--- config.mk ---
export PLATFORM = sky130hd
export DESIGN_NAME = lc_pair_scanner
export DESIGN_NICKNAME = d
export VERILOG_FILES = /design/src/rtl/lca_pkg.sv /design/src/rtl/lc_entry_table.sv /design/src/rtl/lc_pair_scanner.sv
export SDC_FILE = /design/constraint.sdc
export NUM_CORES = 1
export LEC_CHECK = 0
export ABC_AREA = 1
export CAP_MARGIN = 20
export CORE_ASPECT_RATIO = 0.9
export CORE_MARGIN = 5
export CORE_UTILIZATION = 49
export DETAILED_ROUTE_END_ITERATION = 10
export PLACE_DENSITY = 0.74
export REMOVE_ABC_BUFFERS = 1
export SYNTH_ARGS = -nofsm -noshare
export SYNTH_HDL_FRONTEND = slang
export SYNTH_SLANG_ARGS = --single-unit
--- constraint.sdc ---
create_clock -name clk -period 2.6 [get_ports clk]
set_input_delay 0.39 -clock clk [delete_from_list [all_inputs] [get_ports clk]]
set_output_delay 0.39 -clock clk [all_outputs]
set_load 0.01 [all_outputs]
--- src/rtl/lca_pkg.sv ---
// Shared types and width helpers for the linear-correspondence pair scanner.
package lca_pkg;

  localparam int unsigned SUBJ_W = 4;
  localparam int unsigned OBJ_W  = 4;

  typedef enum logic [2:0] {
    IDLE,
    DRIVE,
    SAMPLE,
    EMIT,
    DONE
  } scan_state_t;

  typedef struct packed {
    logic [SUBJ_W-1:0] subject;
    logic [OBJ_W-1:0]  object;
  } relation_entry_t;

  // Index width for a table of n entries (at least one bit).
  function automatic int unsigned idx_width(input int unsigned n);
    return (n < 2) ? 1 : $clog2(n);
  endfunction

  // Counter width able to hold the number of unordered pairs of n entries.
  function automatic int unsigned cnt_width(input int unsigned n);
    return $clog2(n * (n - 1) / 2 + 1);
  endfunction

endpackage

--- src/rtl/lc_entry_table.sv ---
// Relation entry storage: one write port, two combinational read ports.
module lc_entry_table
  import lca_pkg::*;
#(
  parameter int unsigned DEPTH = 8,
  parameter int unsigned IDX_W = idx_width(DEPTH)
) (
  input  logic            clk,
  input  logic            we,
  input  logic [IDX_W-1:0] widx,
  input  relation_entry_t wdata,
  input  logic [IDX_W-1:0] ridx_a,
  input  logic [IDX_W-1:0] ridx_b,
  output relation_entry_t rdata_a,
  output relation_entry_t rdata_b
);

  relation_entry_t mem [DEPTH];

  // Storage is left unreset; validity is tracked by the owner's entry count.
  always_ff @(posedge clk) begin
    if (we) mem[widx] <= wdata;
  end

  assign rdata_a = mem[ridx_a];
  assign rdata_b = mem[ridx_b];

endmodule

--- src/rtl/lc_pair_scanner.sv ---
// Buffers relation entries and walks every unordered pair through an
// external combinational checker, streaming out the matching pairs.
module lc_pair_scanner
  import lca_pkg::*;
#(
  parameter int unsigned NUM_SUBJECTS = SUBJ_W,
  parameter int unsigned NUM_OBJECTS  = OBJ_W,
  parameter int unsigned MAX_ENTRIES  = 8,
  parameter int unsigned IDX_W        = idx_width(MAX_ENTRIES),
  parameter int unsigned CNT_W        = cnt_width(MAX_ENTRIES)
) (
  input  logic                    clk,
  input  logic                    rst,
  input  logic                    clear,
  input  logic                    load_valid,
  output logic                    load_ready,
  input  logic [NUM_SUBJECTS-1:0] load_subject,
  input  logic [NUM_OBJECTS-1:0]  load_object,
  input  logic                    start,
  output logic                    busy,
  output logic                    done,
  output logic [IDX_W:0]          entry_count,
  output logic [CNT_W-1:0]        match_count,
  output logic [NUM_SUBJECTS-1:0] chk_subject1,
  output logic [NUM_OBJECTS-1:0]  chk_object1,
  output logic [NUM_SUBJECTS-1:0] chk_subject2,
  output logic [NUM_OBJECTS-1:0]  chk_object2,
  input  logic                    chk_result,
  output logic                    pair_valid,
  input  logic                    pair_ready,
  output logic [IDX_W-1:0]        pair_idx1,
  output logic [IDX_W-1:0]        pair_idx2
);

  localparam int unsigned ECNT_W = IDX_W + 1;

  scan_state_t       state_q, state_d;
  logic [ECNT_W-1:0] count_q, count_d;
  logic [CNT_W-1:0]  match_q, match_d;
  logic [IDX_W-1:0]  i_q, i_d, j_q, j_d;
  logic [IDX_W-1:0]  idx1_q, idx1_d, idx2_q, idx2_d;
  relation_entry_t   chk1_q, chk1_d, chk2_q, chk2_d;

  relation_entry_t   rd_a, rd_b, wdata;
  logic              load_fire;

  scan_state_t       adv_state;
  logic [IDX_W-1:0]  adv_i, adv_j;

  assign wdata     = '{subject: load_subject, object: load_object};
  assign load_fire = load_valid && load_ready;

  lc_entry_table #(
    .DEPTH (MAX_ENTRIES),
    .IDX_W (IDX_W)
  ) u_table (
    .clk     (clk),
    .we      (load_fire),
    .widx    (count_q[IDX_W-1:0]),
    .wdata   (wdata),
    .ridx_a  (i_q),
    .ridx_b  (j_q),
    .rdata_a (rd_a),
    .rdata_b (rd_b)
  );

  // Pair advance: step j, else step i and restart j at i+1, else finish.
  always_comb begin
    adv_state = DONE;
    adv_i     = i_q;
    adv_j     = j_q;
    if ((ECNT_W'(j_q) + ECNT_W'(1)) < count_q) begin
      adv_j     = j_q + IDX_W'(1);
      adv_state = DRIVE;
    end else if ((ECNT_W'(i_q) + ECNT_W'(2)) < count_q) begin
      adv_i     = i_q + IDX_W'(1);
      adv_j     = i_q + IDX_W'(2);
      adv_state = DRIVE;
    end
  end

  // Next-state and datapath updates for the scan FSM.
  always_comb begin
    state_d = state_q;
    count_d = count_q;
    match_d = match_q;
    i_d     = i_q;
    j_d     = j_q;
    idx1_d  = idx1_q;
    idx2_d  = idx2_q;
    chk1_d  = chk1_q;
    chk2_d  = chk2_q;
    unique case (state_q)
      IDLE: begin
        if (clear) begin
          count_d = '0;
        end else if (start) begin
          match_d = '0;
          i_d     = '0;
          j_d     = IDX_W'(1);
          state_d = (count_q < ECNT_W'(2)) ? DONE : DRIVE;
        end else if (load_fire) begin
          count_d = count_q + ECNT_W'(1);
        end
      end
      DRIVE: begin
        chk1_d  = rd_a;
        chk2_d  = rd_b;
        state_d = SAMPLE;
      end
      SAMPLE: begin
        if (chk_result) begin
          match_d = match_q + CNT_W'(1);
          idx1_d  = i_q;
          idx2_d  = j_q;
          state_d = EMIT;
        end else begin
          i_d     = adv_i;
          j_d     = adv_j;
          state_d = adv_state;
        end
      end
      EMIT: begin
        if (pair_ready) begin
          i_d     = adv_i;
          j_d     = adv_j;
          state_d = adv_state;
        end
      end
      DONE: begin
        state_d = IDLE;
      end
      default: begin
        state_d = IDLE;
      end
    endcase
  end

  // State and datapath registers.
  always_ff @(posedge clk or posedge rst) begin
    if (rst) begin
      state_q <= IDLE;
      count_q <= '0;
      match_q <= '0;
      i_q     <= '0;
      j_q     <= '0;
      idx1_q  <= '0;
      idx2_q  <= '0;
      chk1_q  <= '0;
      chk2_q  <= '0;
    end else begin
      state_q <= state_d;
      count_q <= count_d;
      match_q <= match_d;
      i_q     <= i_d;
      j_q     <= j_d;
      idx1_q  <= idx1_d;
      idx2_q  <= idx2_d;
      chk1_q  <= chk1_d;
      chk2_q  <= chk2_d;
    end
  end

  assign load_ready   = (state_q == IDLE) && !start && !clear &&
                        (count_q < ECNT_W'(MAX_ENTRIES));
  assign busy         = (state_q != IDLE);
  assign done         = (state_q == DONE);
  assign pair_valid   = (state_q == EMIT);
  assign entry_count  = count_q;
  assign match_count  = match_q;
  assign pair_idx1    = idx1_q;
  assign pair_idx2    = idx2_q;
  assign chk_subject1 = chk1_q.subject;
  assign chk_object1  = chk1_q.object;
  assign chk_subject2 = chk2_q.subject;
  assign chk_object2  = chk2_q.object;

endmodule
After elaboration in Yosys (flattened, before gate mapping) --
Memories as Yosys holds them, arrays and structs flattened. A register that Yosys moved wholly into a read port is not among the register bits. Cells that the tools add are included.
Storage, ports and cells: output and inout port bits 35, word-level logic and storage cells 76, input bits 15, memory bits (writable) 64, flip-flop bits (word level) 24, memories kept 1
Memory list:
- u_table.mem | words 8, width 8, rd ports 2, clocked after memory_dff 2, write ports 1, RTL line lc_entry_table.sv:18 | relation_entry_t mem [DEPTH];
Operators by class: mux-type cells 31, reduce and logical (&&, ||, !) cells 16, eq/ne operators 10, $lt $le $gt $ge 4, $add $sub $neg 7
Operators by type and width (number):
- $mux W3 | 19
- $pmux W3 S3 | 2
- $mux W5 | 3
- $mux W4 | 3
- $pmux W3 S4 | 1
- $ne A2 B2 Y1 const B | 5
- $pmux W5 S2 | 1
- $lt A4 B4 Y1 | 2
- $add A3 B1 Y3 const B | 2
- $eq A3 B2 Y1 const B | 2
- $reduce_and A3 Y1 | 2
- $reduce_bool A3 Y1 | 2
- $add A5 B1 Y5 const B | 1
- $reduce_and A5 Y1 | 1
- $add A3 B1 Y4 const B | 1
- $add A3 B2 Y4 const B | 1
- $add A4 B1 Y4 const B | 1
- $logic_and A1 B1 Y1 | 4
- $lt A4 B2 Y1 const B | 1
- $lt A4 B4 Y1 const B | 1
- $reduce_and A4 Y1 | 1
- $reduce_bool A2 Y1 | 2
- $add A3 B2 Y3 const B | 1
- $eq A3 B1 Y1 const B | 1
- 6 further kinds | 8

Logic depth before layout (Yosys ltp) --
depth after elaboration 8, mapped depth 14, gate-level depth less buffers 13

Cells and area by module --
Synthesis repeated with hierarchy kept, for this count alone.
Second synthesis, totals: cell total of the unflattened synthesis 672, area, all modules 5714.2 um2
By module, submodules not included:
- lc_entry_table | instances 1, sequential area each 1921.8 um2, cells each 445, area each 3553.4 um2
- lc_pair_scanner | instances 1, sequential area each 1001.0 um2, cells each 227, area each 2160.8 um2

Least setup slack after synthesis --
Ideal clock, no wire load.
kind reg-to-reg, from register j_q[0], to register j_q[0], library setup time 0.118 ns, stages on the path, launching flop included 12, arrival time 2.081 ns, period minus slack after synthesis 2.199 ns, path buffers 2, slack 0.401 ns, data required time 2.482 ns, path through dfrtp_1 -> buf_2 -> buf_2 -> inv_1 -> nor3_1 -> ha_1 -> a21oi_1 -> nand2_1 -> nand3_1 -> nand2_2 -> nand2_1 -> nand2_1
Between the ends: cells in the longest elaborated chain, start to end 5, elaborated cells between the ends (all ways) 8, those cells by class add/sub: 2; order compare: 1; mux: 5
Ends and longest elaborated chain:
- start, declared | RTL line lc_pair_scanner.sv:40 | logic [IDX_W-1:0] i_q, i_d, j_q, j_d;
- start signal, assigned | RTL line lc_pair_scanner.sv:156 | j_q <= j_d;
- $add A3 B1 Y4 | RTL line lc_pair_scanner.sv:72 | if ((ECNT_W'(j_q) + ECNT_W'(1)) < count_q) begin
- $lt A4 B4 Y1 | RTL line lc_pair_scanner.sv:72
- $mux W3 (*) | RTL line lc_pair_scanner.sv:72
- $mux W3, on equally long branches | RTL line lc_pair_scanner.sv:124, lc_pair_scanner.sv:112
- $pmux W3 S3 (*) | RTL line lc_pair_scanner.sv:93 | unique case (state_q)
Every way passes the cells marked *; elsewhere a longest branch is shown, timed or not. The select of a mux whose other input is x is not followed. A chain may end at the register's enable or synchronous reset.

Final worst setup path --
from register state_q[0], to output load_ready
Between the ends: cells in the longest elaborated chain, start to end 4
Ends and longest elaborated chain:
- start, declared | RTL line lc_pair_scanner.sv:37 | scan_state_t state_q, state_d;
- start signal, assigned | RTL line lc_pair_scanner.sv:152 | state_q <= state_d;
- $logic_not A3 Y1 | RTL line lc_pair_scanner.sv:164 | assign load_ready = (state_q == IDLE) && !start && !clear &&
- $logic_and A1 B1 Y1 (3 in a row) | RTL line lc_pair_scanner.sv:164
- end, declared | RTL line lc_pair_scanner.sv:16 | output logic load_ready,
No other way between the ends.

==> summary.txt <==
Placed design
  – Post-DP HPWL: around 8300 um
  – Post-DP Area: between 5000 and 6000 sq um
  – Port bufs: between 40 and 50
  – Inst Count DP: 732
  – GPL Wtd Cong: between 0.8 and 0.9
  – DP Worst Slack: about 0.5 ns

Clocking
  – Clock insertion delay at the later pin of the skew report: between 0.3 and 0.4 ns
  – Postcts setup bufs: 0
  – CTS tree: yes
  – # hold bufs at CTS: 0
  – Root Driver: clkbuf_16
  – Sink Count: between 100 and 150
  – Post-CTS Resized: 0
  – CTS Buffer Depth: 2
  – TritonCTS Buffers: 9
  – H-tree depth: 3
  – Clock-pin slew on the worst setup and hold paths: roughly 0.070 ns

STA
  – Tmin final: roughly 2.3 ns
  – Hold slack: ~0.37 ns
  – Actual slew at the worst max-slew pin: between 0.6 and 0.7 ns
  – Final-report max-slew violation count: 0
  – Worst slew margin: between 50% and 60%
  – Post-route clock period utilization: about 87%
  – Final Hold Viols: 0
  – Setup Skew: ~0.011 ns
  – Total Neg Setup Slack: 0 ns
  – Peak Freq: approximately 440 MHz
  – Final worst slack: 0.336 ns
  – Endpoints failing setup: 0
  – RSZ-0062 raised after global routing: false

Worst setup path
  – Top Family by Delay on Critical Path: buffers and inverters
  – Reg2reg start: j_q[0]
  – CP Capture Type: primary output
  – Crit path DAT: 1.87 ns
  – Crit path cell chain: nor2_1, nand2_1, nor4_1, clkdlybuf4s50_1
  – R2r endpoint: j_q[0]
  – Worst Path Max Fanout: 5
  – WP buf/inv: 1
  – R2R setup slack: slightly below 0.6 ns
  – Critical path type: flip-flop to primary output
  – Slowest CP cell: clkdlybuf4s50_1
  – Crit-path max cell delay: 0.58 ns
  – R2R cell count: 12
  – Data required time at the worst endpoint: 2.21 ns
  – CP startpoint kind: flip-flop

Yosys
  – Post-synthesis sequential area ratio: roughly 56%
  – Count of cell types in the netlist: 32
  – Number of synthesized flops with an enable pin: 64
  – Fraction of registers with async set/reset: a little under 40%
  – Mapped Cells: ~560
  – Synth Register Bits: 104
  – Syn Area/Cell: around 9.3 sq um
  – Synth Cell Area: approximately 5200 sq um
  – Yosys warns: 0
  – Top FF cell, synth: edfxtp_1

Floorplan
  – DIE AREA: between 10,000 and 15,000 sq um
  – Starting Density: just over 50%
  – Die Width: 119 um
  – # IOs: 50
  – FP Rows: 35
  – Die Ht: approximately 110 um
  – Core area: ~10,000 sq um

Global route
  – Largest net degree at the start of global routing: 67
  – Total GRT Usage: just under 20%
  – Vias in the first global route: ~4,000
  – Initial antenna violation count: 0
  – GRT overflow: 0
  – First-pass GRT wire length: 20,200 um
  – Met1 usage: 26.5%
  – GR Util met2: between 30 and 40%
  – GRT busiest layer: met2
  – Met3 track demand over resource: 4.39%

Power and ir drop
  – LEAKAGE: around 2.6 nW
  – Worst IR Drop VDD: about 570 uV
  – Power per cell area: between 900 and 1000 nW/um^2
  – Design Power: approximately 5.9 mW

Final layout
  – Post-Layout Cell Count: between 700 and 800
  – Design Area, Final: ~6200 sq um
  – N_diodes: 0
  – Share of cells above drive strength 1: under 10%
  – Fin util: 59.9%
  – Layout area overhead: 18.3%
  – Final nets: between 600 and 700
  – Most frequent cells in the layout: nand2_1 (134), nand3_1 (65), edfxtp_1 (64)
  – Commonest non-fill, non-tap cell in the layout: nand2_1

Route
  – Vias: ~4,200
  – 1st-iter DRT viols: 320
  – Via-per-instance ratio: 5.66
  – Wire per inst: between 15 and 20 um
  – Routed Antenna Nets: 0
  – Routed WL: 12,400 um
  – DR DRC count: 0
  – TritonRoute pass-1 iters: 5

Hold path
  – Hold Path Class: primary input to asynchronous set/reset pin

Status
  – Outcome: complete, no violations

Run
  – Max-cap violations: 0
-- cell families (layout without fill, tap and decap cells) --
| family | count (synthesis) | after routing | synth area share, % |
|---|---|---|---|
| AOI/OAI and AO/OA | 114 | 114 | 12.4 |
| xor gates and xnor gates | 4 | 4 | 0.670 |
| adders and majority gates | 11 | 11 | 2.63 |
| buffers and inverters | 89 | 146 | 6.93 |
| DFF | 104 | 104 | 55.9 |
| and+or+nand+nor | 240 | 240 | 21.5 |
-- cell type report --
class	count	area, sq um
well taps	129	161
fillers	889	4150
clock inverters	6	52.6
multi-input cells	369	1950
clock buffers	10	229
repair buffers	70	648
inverters	60	228
flip-flops and latches	104	2920
-- sequential cells by signal, summed over array words and instances, names as in the netlist --
register / cells
state_q: 3
pair_idx1: 3
match_count: 5
pair_idx2: 3
u_table.mem: 64
chk_object2: 4
chk_subject2: 4
chk_object1: 4
j_q: 3
chk_subject1: 4
i_q: 3
entry_count: 4
-- power by group --
part           internal, mW  switching (mW)
clock                 0.667           0.613
combinational         0.936            1.52
sequential             1.98           0.180
total                  3.59            2.31
-- worst reg2reg max path, stage by stage (launching register included) --
cell	delay, ns
dfrtp_1	0.40
ha_1	0.21
xnor2_1	0.18
inv_1	0.07
ha_1	0.27
nand2_1	0.06
inv_1	0.04
nand2_1	0.16
nand2_1	0.14
nand3_1	0.19
nand2_2	0.09
nand2_1	0.06
nand2_1	0.06
-- per-layer routing --
layer | up-vias | part of all wire (%)
met3 | 18 | 8.1
met1 | 2001 | 43
li1 | 2029 | -
met2 | 185 | 48
met4 | 0 | 1.2
met5 | - | 0
-- cells in the mapped netlist (2+ instances only) --
cell | instances | share of area (%)
nor2_1 | 13 | 0.93
ha_1 | 11 | 2.6
buf_4 | 2 | 0.29
inv_1 | 54 | 3.9
dfrtp_1 | 40 | 19
edfxtp_1 | 64 | 37
nand3b_1 | 2 | 0.29
inv_2 | 4 | 0.29
xor2_1 | 3 | 0.50
nand2_1 | 134 | 9.6
o21ai_0 | 45 | 4.3
nand4_1 | 7 | 0.84
clkbuf_1 | 12 | 0.86
nand2_2 | 3 | 0.36
nand3_1 | 65 | 6.2
buf_2 | 15 | 1.4
nor3_1 | 3 | 0.29
nor2_8 | 2 | 0.77
a21oi_1 | 37 | 3.5
or2_2 | 2 | 0.24
o211ai_1 | 32 | 4.6
nand3_2 | 2 | 0.38
-- worst max path at each step --
stage,start,to,slack [ns],depth (start not counted)
floorplan,j_q[0],j_q[0],-0.25,9
global placement,clear,load_ready,0.52,3
detailed placement,clear,u_table.mem[2][0],0.50,6
CTS,state_q[0],load_ready,0.31,4
global route,state_q[0],load_ready,0.15,4
finish,state_q[0],load_ready,0.34,4
No activity file was read; power rests on OpenSTA's default activity.
